`src/rtl/fir_pkg.sv`:
```
// Shared widths, tap constants, FSM state codes and coefficient ROM for the
// pulse-sensor FIR MAC scheduler.
package fir_pkg;

   localparam int unsigned DATA_W  = 10;
   localparam int unsigned COEFF_W = 7;
   localparam int unsigned ACC_W   = 21;
   localparam int unsigned SHIFT   = 10;
   localparam int unsigned NTAPS   = 31;
   localparam int unsigned NHALF   = 16;
   localparam int unsigned K_W     = 4;
   localparam int unsigned IDX_W   = 5;
   localparam int unsigned PRE_W   = DATA_W + 1;
   localparam int unsigned PROD_W  = PRE_W + COEFF_W;

   localparam logic [1:0] IDLE = 2'd0;
   localparam logic [1:0] MAC  = 2'd1;
   localparam logic [1:0] OUT  = 2'd2;

   // Mirrored tap pair read from the delay line for one MAC step
   typedef struct packed {
      logic [DATA_W-1:0] lo;
      logic [DATA_W-1:0] hi;
   } tap_pair_t;

   // Half of the symmetric low-pass kernel, in units of 1/1024; index 15 is the centre tap
   function automatic logic [COEFF_W-1:0] coeff(input logic [K_W-1:0] k);
      case (k)
         4'd0:    coeff = 7'd3;
         4'd1:    coeff = 7'd4;
         4'd2:    coeff = 7'd6;
         4'd3:    coeff = 7'd8;
         4'd4:    coeff = 7'd12;
         4'd5:    coeff = 7'd17;
         4'd6:    coeff = 7'd23;
         4'd7:    coeff = 7'd29;
         4'd8:    coeff = 7'd36;
         4'd9:    coeff = 7'd43;
         4'd10:   coeff = 7'd50;
         4'd11:   coeff = 7'd56;
         4'd12:   coeff = 7'd61;
         4'd13:   coeff = 7'd65;
         4'd14:   coeff = 7'd67;
         default: coeff = 7'd68;
      endcase
   endfunction

endpackage

```
`src/rtl/fir_tap_line.sv`:
```
// 31-entry sample delay line with two combinational read ports at mirrored taps k and 30-k.
module fir_tap_line
   import fir_pkg::*;
(
   input  logic              clk,
   input  logic              reset,
   input  logic              shift_en,
   input  logic [DATA_W-1:0] sample_in,
   input  logic [K_W-1:0]    k,
   output tap_pair_t         taps_c
);

   logic [DATA_W-1:0] v [NTAPS];
   logic [IDX_W-1:0]  idx_lo_c;
   logic [IDX_W-1:0]  idx_hi_c;

   // Shift toward v[0]; the newest sample lands in v[30]
   always_ff @(posedge clk) begin
      if (reset) begin
         for (int i = 0; i < int'(NTAPS); i++) begin
            v[i] <= '0;
         end
      end else if (shift_en) begin
         for (int i = 0; i < int'(NTAPS) - 1; i++) begin
            v[i] <= v[i+1];
         end
         v[NTAPS-1] <= sample_in;
      end
   end

   // Mirrored tap selection for the pre-adder
   always_comb begin
      idx_lo_c  = {1'b0, k};
      idx_hi_c  = IDX_W'(NTAPS - 1) - {1'b0, k};
      taps_c.lo = v[idx_lo_c];
      taps_c.hi = v[idx_hi_c];
   end

endmodule

```
`src/rtl/fir_mac_scheduler.sv`:
```
// Time-multiplexed 31-tap symmetric FIR: one sample in, 16 shared-multiplier MAC steps,
// one saturated sample out. Define FIR_ROUND_EN for round-half-up output scaling;
// otherwise the accumulator is truncated.
module fir_mac_scheduler
   import fir_pkg::*;
(
   input  logic              clk,
   input  logic              reset,
   input  logic              sample_valid,
   input  logic [DATA_W-1:0] sample_in,
   output logic              sample_ready,
   output logic              out_valid,
   output logic [DATA_W-1:0] out_data,
   output logic              busy,
   output logic              overrun,
   input  logic              overrun_clr
);

   logic [1:0]        state;
   logic [1:0]        state_nxt;
   logic [K_W-1:0]    k;
   logic [K_W-1:0]    k_nxt;
   logic [ACC_W-1:0]  acc;
   logic [ACC_W-1:0]  acc_nxt;
   logic [DATA_W-1:0] out_data_nxt;
   logic              out_valid_nxt;
   logic              overrun_nxt;
   logic              shift_en_c;
   tap_pair_t         taps_c;
   logic [PRE_W-1:0]  pre_c;
   logic [PROD_W-1:0] prod_c;
   logic [ACC_W-1:0]  biased_c;
   logic [ACC_W-1:0]  scaled_c;
   logic [DATA_W-1:0] sat_c;

   fir_tap_line u_tap_line (
      .clk       (clk),
      .reset     (reset),
      .shift_en  (shift_en_c),
      .sample_in (sample_in),
      .k         (k),
      .taps_c    (taps_c)
   );

   // Pre-add mirrored taps (centre tap alone) and feed the single shared multiplier
   always_comb begin
      if (k == K_W'(NHALF - 1)) begin
         pre_c = PRE_W'(taps_c.lo);
      end else begin
         pre_c = PRE_W'(taps_c.lo) + PRE_W'(taps_c.hi);
      end
      prod_c = PROD_W'(pre_c) * PROD_W'(coeff(k));
   end

   // Output scaling and saturation to the sample range
   always_comb begin
`ifdef FIR_ROUND_EN
      biased_c = acc + ACC_W'(1 << (SHIFT - 1));
`else
      biased_c = acc;
`endif
      scaled_c = biased_c >> SHIFT;
      sat_c    = (|scaled_c[ACC_W-1:DATA_W]) ? '1 : scaled_c[DATA_W-1:0];
   end

   // Next-state and datapath control for IDLE -> MAC x16 -> OUT -> IDLE
   always_comb begin
      state_nxt     = state;
      k_nxt         = k;
      acc_nxt       = acc;
      out_data_nxt  = out_data;
      out_valid_nxt = 1'b0;
      shift_en_c    = 1'b0;
      overrun_nxt   = overrun & ~overrun_clr;
      case (state)
         IDLE: begin
            if (sample_valid) begin
               shift_en_c = 1'b1;
               acc_nxt    = '0;
               k_nxt      = '0;
               state_nxt  = MAC;
            end
         end
         MAC: begin
            acc_nxt = acc + ACC_W'(prod_c);
            k_nxt   = k + K_W'(1);
            if (k == K_W'(NHALF - 1)) begin
               state_nxt = OUT;
            end
            if (sample_valid) begin
               overrun_nxt = 1'b1;
            end
         end
         OUT: begin
            out_data_nxt  = sat_c;
            out_valid_nxt = 1'b1;
            state_nxt     = IDLE;
            if (sample_valid) begin
               overrun_nxt = 1'b1;
            end
         end
         default: begin
            state_nxt = IDLE;
         end
      endcase
   end

   // State, datapath and registered status outputs
   always_ff @(posedge clk) begin
      if (reset) begin
         state        <= IDLE;
         k            <= '0;
         acc          <= '0;
         out_data     <= '0;
         out_valid    <= 1'b0;
         overrun      <= 1'b0;
         sample_ready <= 1'b1;
         busy         <= 1'b0;
      end else begin
         state        <= state_nxt;
         k            <= k_nxt;
         acc          <= acc_nxt;
         out_data     <= out_data_nxt;
         out_valid    <= out_valid_nxt;
         overrun      <= overrun_nxt;
         sample_ready <= (state_nxt == IDLE);
         busy         <= (state_nxt != IDLE);
      end
   end

endmodule

```
`config.mk`:
```
export PLATFORM = sky130hd
export DESIGN_NAME = fir_mac_scheduler
export DESIGN_NICKNAME = d
export VERILOG_FILES = /design/src/rtl/fir_pkg.sv /design/src/rtl/fir_tap_line.sv /design/src/rtl/fir_mac_scheduler.sv
export SDC_FILE = /design/constraint.sdc
export NUM_CORES = 1
export LEC_CHECK = 0
export BUFFER_PORTS_ARGS = -buffer_cell sky130_fd_sc_hd__clkbuf_2
export CELL_PAD_IN_SITES_DETAIL_PLACEMENT = 1
export CELL_PAD_IN_SITES_GLOBAL_PLACEMENT = 1
export CORE_ASPECT_RATIO = 0.75
export CORE_MARGIN = 1
export CORE_UTILIZATION = 53
export DETAILED_ROUTE_END_ITERATION = 16
export MAX_ROUTING_LAYER = met4
export PLACE_DENSITY = 0.84
export SLEW_MARGIN = 10
export SYNTH_ARGS = -nofsm -noshare
export SYNTH_HDL_FRONTEND = slang
export SYNTH_SLANG_ARGS = --single-unit
```
`constraint.sdc`:
```
create_clock -name clk -period 11.2 [get_ports clk]
set_input_delay 0.56 -clock clk [delete_from_list [all_inputs] [get_ports clk]]
set_output_delay 0.56 -clock clk [all_outputs]
set_load 0.01 [all_outputs]
```
==> results.sh <==
export IMPL_cp_required_ns=11.69
export IMPL_startpoint="k[0]"
export IMPL_min_path_cells=3
export IMPL_drc=0
export IMPL_p_leak_uw=0.00850
export IMPL_cp_num_buf_inv=4
export IMPL_max_freq_mhz=112
export IMPL_synth_area_leaders="edfxtp_1, mux4_2, and2_1, fa_1, dfxtp_1"
export IMPL_finClkSkew_ns=0.0138
export IMPL_crit_top_cell="fa_1"
export IMPL_cpLargestDelayFamily="adder cells"
export IMPL_overflow=0
export IMPL_antenna_found_initial=2
export IMPL_post_synth_top_count_cell="edfxtp_1"
export IMPL_async_reset_ff_share_pct=0
export IMPL_yosys_warnings=0
export IMPL_hold_buffers=0
export IMPL_fin_total_pwr_uw=4050
export IMPL_grt_pass1_vias=13400
export IMPL_synth_edf_count=310
export IMPL_synth_nets=1710
export IMPL_r2r_cells=29
export IMPL_die_x_um=227
export IMPL_dieArea_sq_mm=0.0388
export IMPL_io_pins=28
export IMPL_cpMaxStageDelayCell="o41ai_1"
export IMPL_holdCritPathClass="in -> reg"
export IMPL_postCtsSetupRepairBufs=0
export IMPL_routed_wl_um=47700
export IMPL_initial_core_util_pct=54.1
export IMPL_root_buffer="clkbuf_16"
export IMPL_p_int_uw=2780
export IMPL_timing_final_ws_setup_ns=2.25
export IMPL_layout_min_cycle_time_ns=8.95
export IMPL_drive_above_1_share_pct=13.6
export IMPL_ys_ff_latch=362
export IMPL_rsz0062_at_grt="no"
export IMPL_cap_violations=0
export IMPL_worst_r2r_setup_slack_ns=2.25
export IMPL_critPathKind="reg -> reg"
export IMPL_finalNetCount=1695
export IMPL_grt_usage_pct=26.3
export IMPL_post_cts_resized=0
export IMPL_path_clk_slew_ns=0.06
export IMPL_cts_tree="done"
export IMPL_grt_pass1_wl_um=75700
export IMPL_status="completed"
export IMPL_via_per_inst=5.95
export IMPL_drtPass1Iterations=5
export IMPL_portBuffers=27
export IMPL_avgSynthCellArea_sq_um=12.8
export IMPL_synth_common_cells="edfxtp_1, and2_1, nor2b_1"
export IMPL_cts_buffers=38
export IMPL_fin_crit_sh_pct=79.9
export IMPL_synth_top_cell_by_area="edfxtp_1"
export IMPL_ir_drop_uv=136
export IMPL_synth_seq_area_share_pct=51.4
export IMPL_r2r_end="acc[16]"
export IMPL_synth_top_area_share_pct=46.2
export IMPL_power_density_mw_per_mm2=185
export IMPL_synth_flop_cell="edfxtp_1"
export IMPL_setup_tns_ns=0
export IMPL_relSlewSlack_pct=18.0
export IMPL_syn_area_sq_mm=0.0201
export IMPL_cts_max_level=2
export IMPL_crit_cells=29
export IMPL_post_place_ws_ns=2.34
export IMPL_core_sq_mm=0.0372
export IMPL_p_sw_share_pct=31.3
export IMPL_hold_viol_final=0
export IMPL_drt_iter0_markers=1074
export IMPL_die_y_um=171
export IMPL_area_delta_synth_final_pct=8.67
export IMPL_slew_violations=0
export IMPL_stdcell_count=2094
export IMPL_finalWeightedCongestion=0.874
export IMPL_core_rowCount=61
export IMPL_drtAntennaViolNets=0
export IMPL_grt_max_degree=135
export IMPL_crit_fanout=48
export IMPL_cpPeakStageDelay_ns=0.65
export IMPL_route_detailed_wl_per_inst_um=22.8
export IMPL_numPlacedInstances=2022
export IMPL_synth_cell_type_count=66
export IMPL_start_kind="flip-flop"
export IMPL_critPathArrivalTime_ns=9.44
export IMPL_worst_pin_slew_ns=1.22
export IMPL_worstSetupEndpoint="acc[16]"
export IMPL_ctsLongestPathBuffers=3
export IMPL_seqPwrFrac_pct=41.5
export IMPL_endpoint_kind="flip-flop"
export IMPL_p_sw_uw=1270
export IMPL_clkPwrFrac_pct=31.9
export IMPL_regToRegStartpoint="k[0]"
export IMPL_setup_viol=0
export IMPL_cts_sinks=362
export IMPL_pwr_share_comb_pct=26.5
export IMPL_clock_latency_ns=0.55
export IMPL_dp_hpwl_um=31600
export IMPL_syn_inst=1573
export IMPL_num_vias=12500
layout by cell type (no fill, tap or decap), drive strengths merged, types with 37 or more instances in the layout:
| cell | n |
|---|---|
| nand2 | 64 |
| o21ai | 37 |
| inv | 82 |
| nor2b | 166 |
| edfxtp | 310 |
| fa | 61 |
| mux4 | 81 |
| and2 | 218 |
| nor2 | 71 |
| a21oi | 48 |
| mux2i | 41 |
| dfxtp | 52 |
| ha | 62 |
| clkbuf | 77 |
tightest hold or removal path: stages:
cell and delay (ns):
clkbuf_2 0.07, nand2b_1 0.09, a21oi_1 0.05
final cells by class:
class	count	area [sq um]
repair buffers	42	250
diodes	4	10.0
well taps	504	631
flip-flops and latches	362	10400
multi-input cells	1034	9080
inverters	80	300
fillers	3688	15400
clock inverters	17	224
clock buffers	51	1040
layer usage:
layer / track usage (%) / vias up / part of all wire [%]
li1: - / 5586 / -
met2: 41.5 / 281 / 48
met1: 35.1 / 6523 / 45
met3: 5.56 / 73 / 5.2
met4: 6.01 / 0 / 1.8
met5: - / - / 0
flip-flops by register name, indices dropped and copies added, names as in the netlist, named ones only:
signal        cells
out_valid         1
k                 4
overrun           1
u_tap_line.v    310
busy              1
state             2
sample_ready      1
out_data         10
acc              21
cell families after synthesis:
family / after synthesis / share of synthesized area (%)
AND/OR/NAND/NOR: 563 / 15.8
flip-flops: 362 / 51.4
AO/OA/AOI/OAI: 193 / 6.32
buffers and inverters: 177 / 3.68
multiplexers: 139 / 12.2
adder cells (fa/ha/maj): 123 / 9.91
XOR/XNOR: 16 / 0.733
through the flow:
stage               utilization (%)  hold WS [ns]  area, sq um
global placement               55.4         0.465        20600
detailed placement             55.4         0.460        20600
floorplan                         -         0.454        20100
global route                   58.8         0.293        21900
CTS                            58.8         0.258        21900
finish                         58.8         0.275        21900
worst min-delay path by stage:
stage / start / endpoint / slack [ns]
final: overrun_clr / overrun / 0.27
after global routing: overrun_clr / overrun / 0.29
after floorplan: acc[11] / acc[11] / 0.45
after global placement: overrun / overrun / 0.46
after detailed placement: overrun / overrun / 0.46
after CTS: overrun_clr / overrun / 0.26
power groups by stage:
| stage | sequential, uW | clock [uW] | combinational [uW] |
|---|---|---|---|
| after floorplan | 1680 | 0 | 818 |
| after global placement | 1690 | 0 | 1010 |
| after detailed placement | 1700 | 0 | 1060 |
| after CTS | 1680 | 1320 | 1070 |
| after global routing | 1700 | 1370 | 1200 |
| final | 1680 | 1290 | 1070 |
Power figures use the tool's default switching activity.
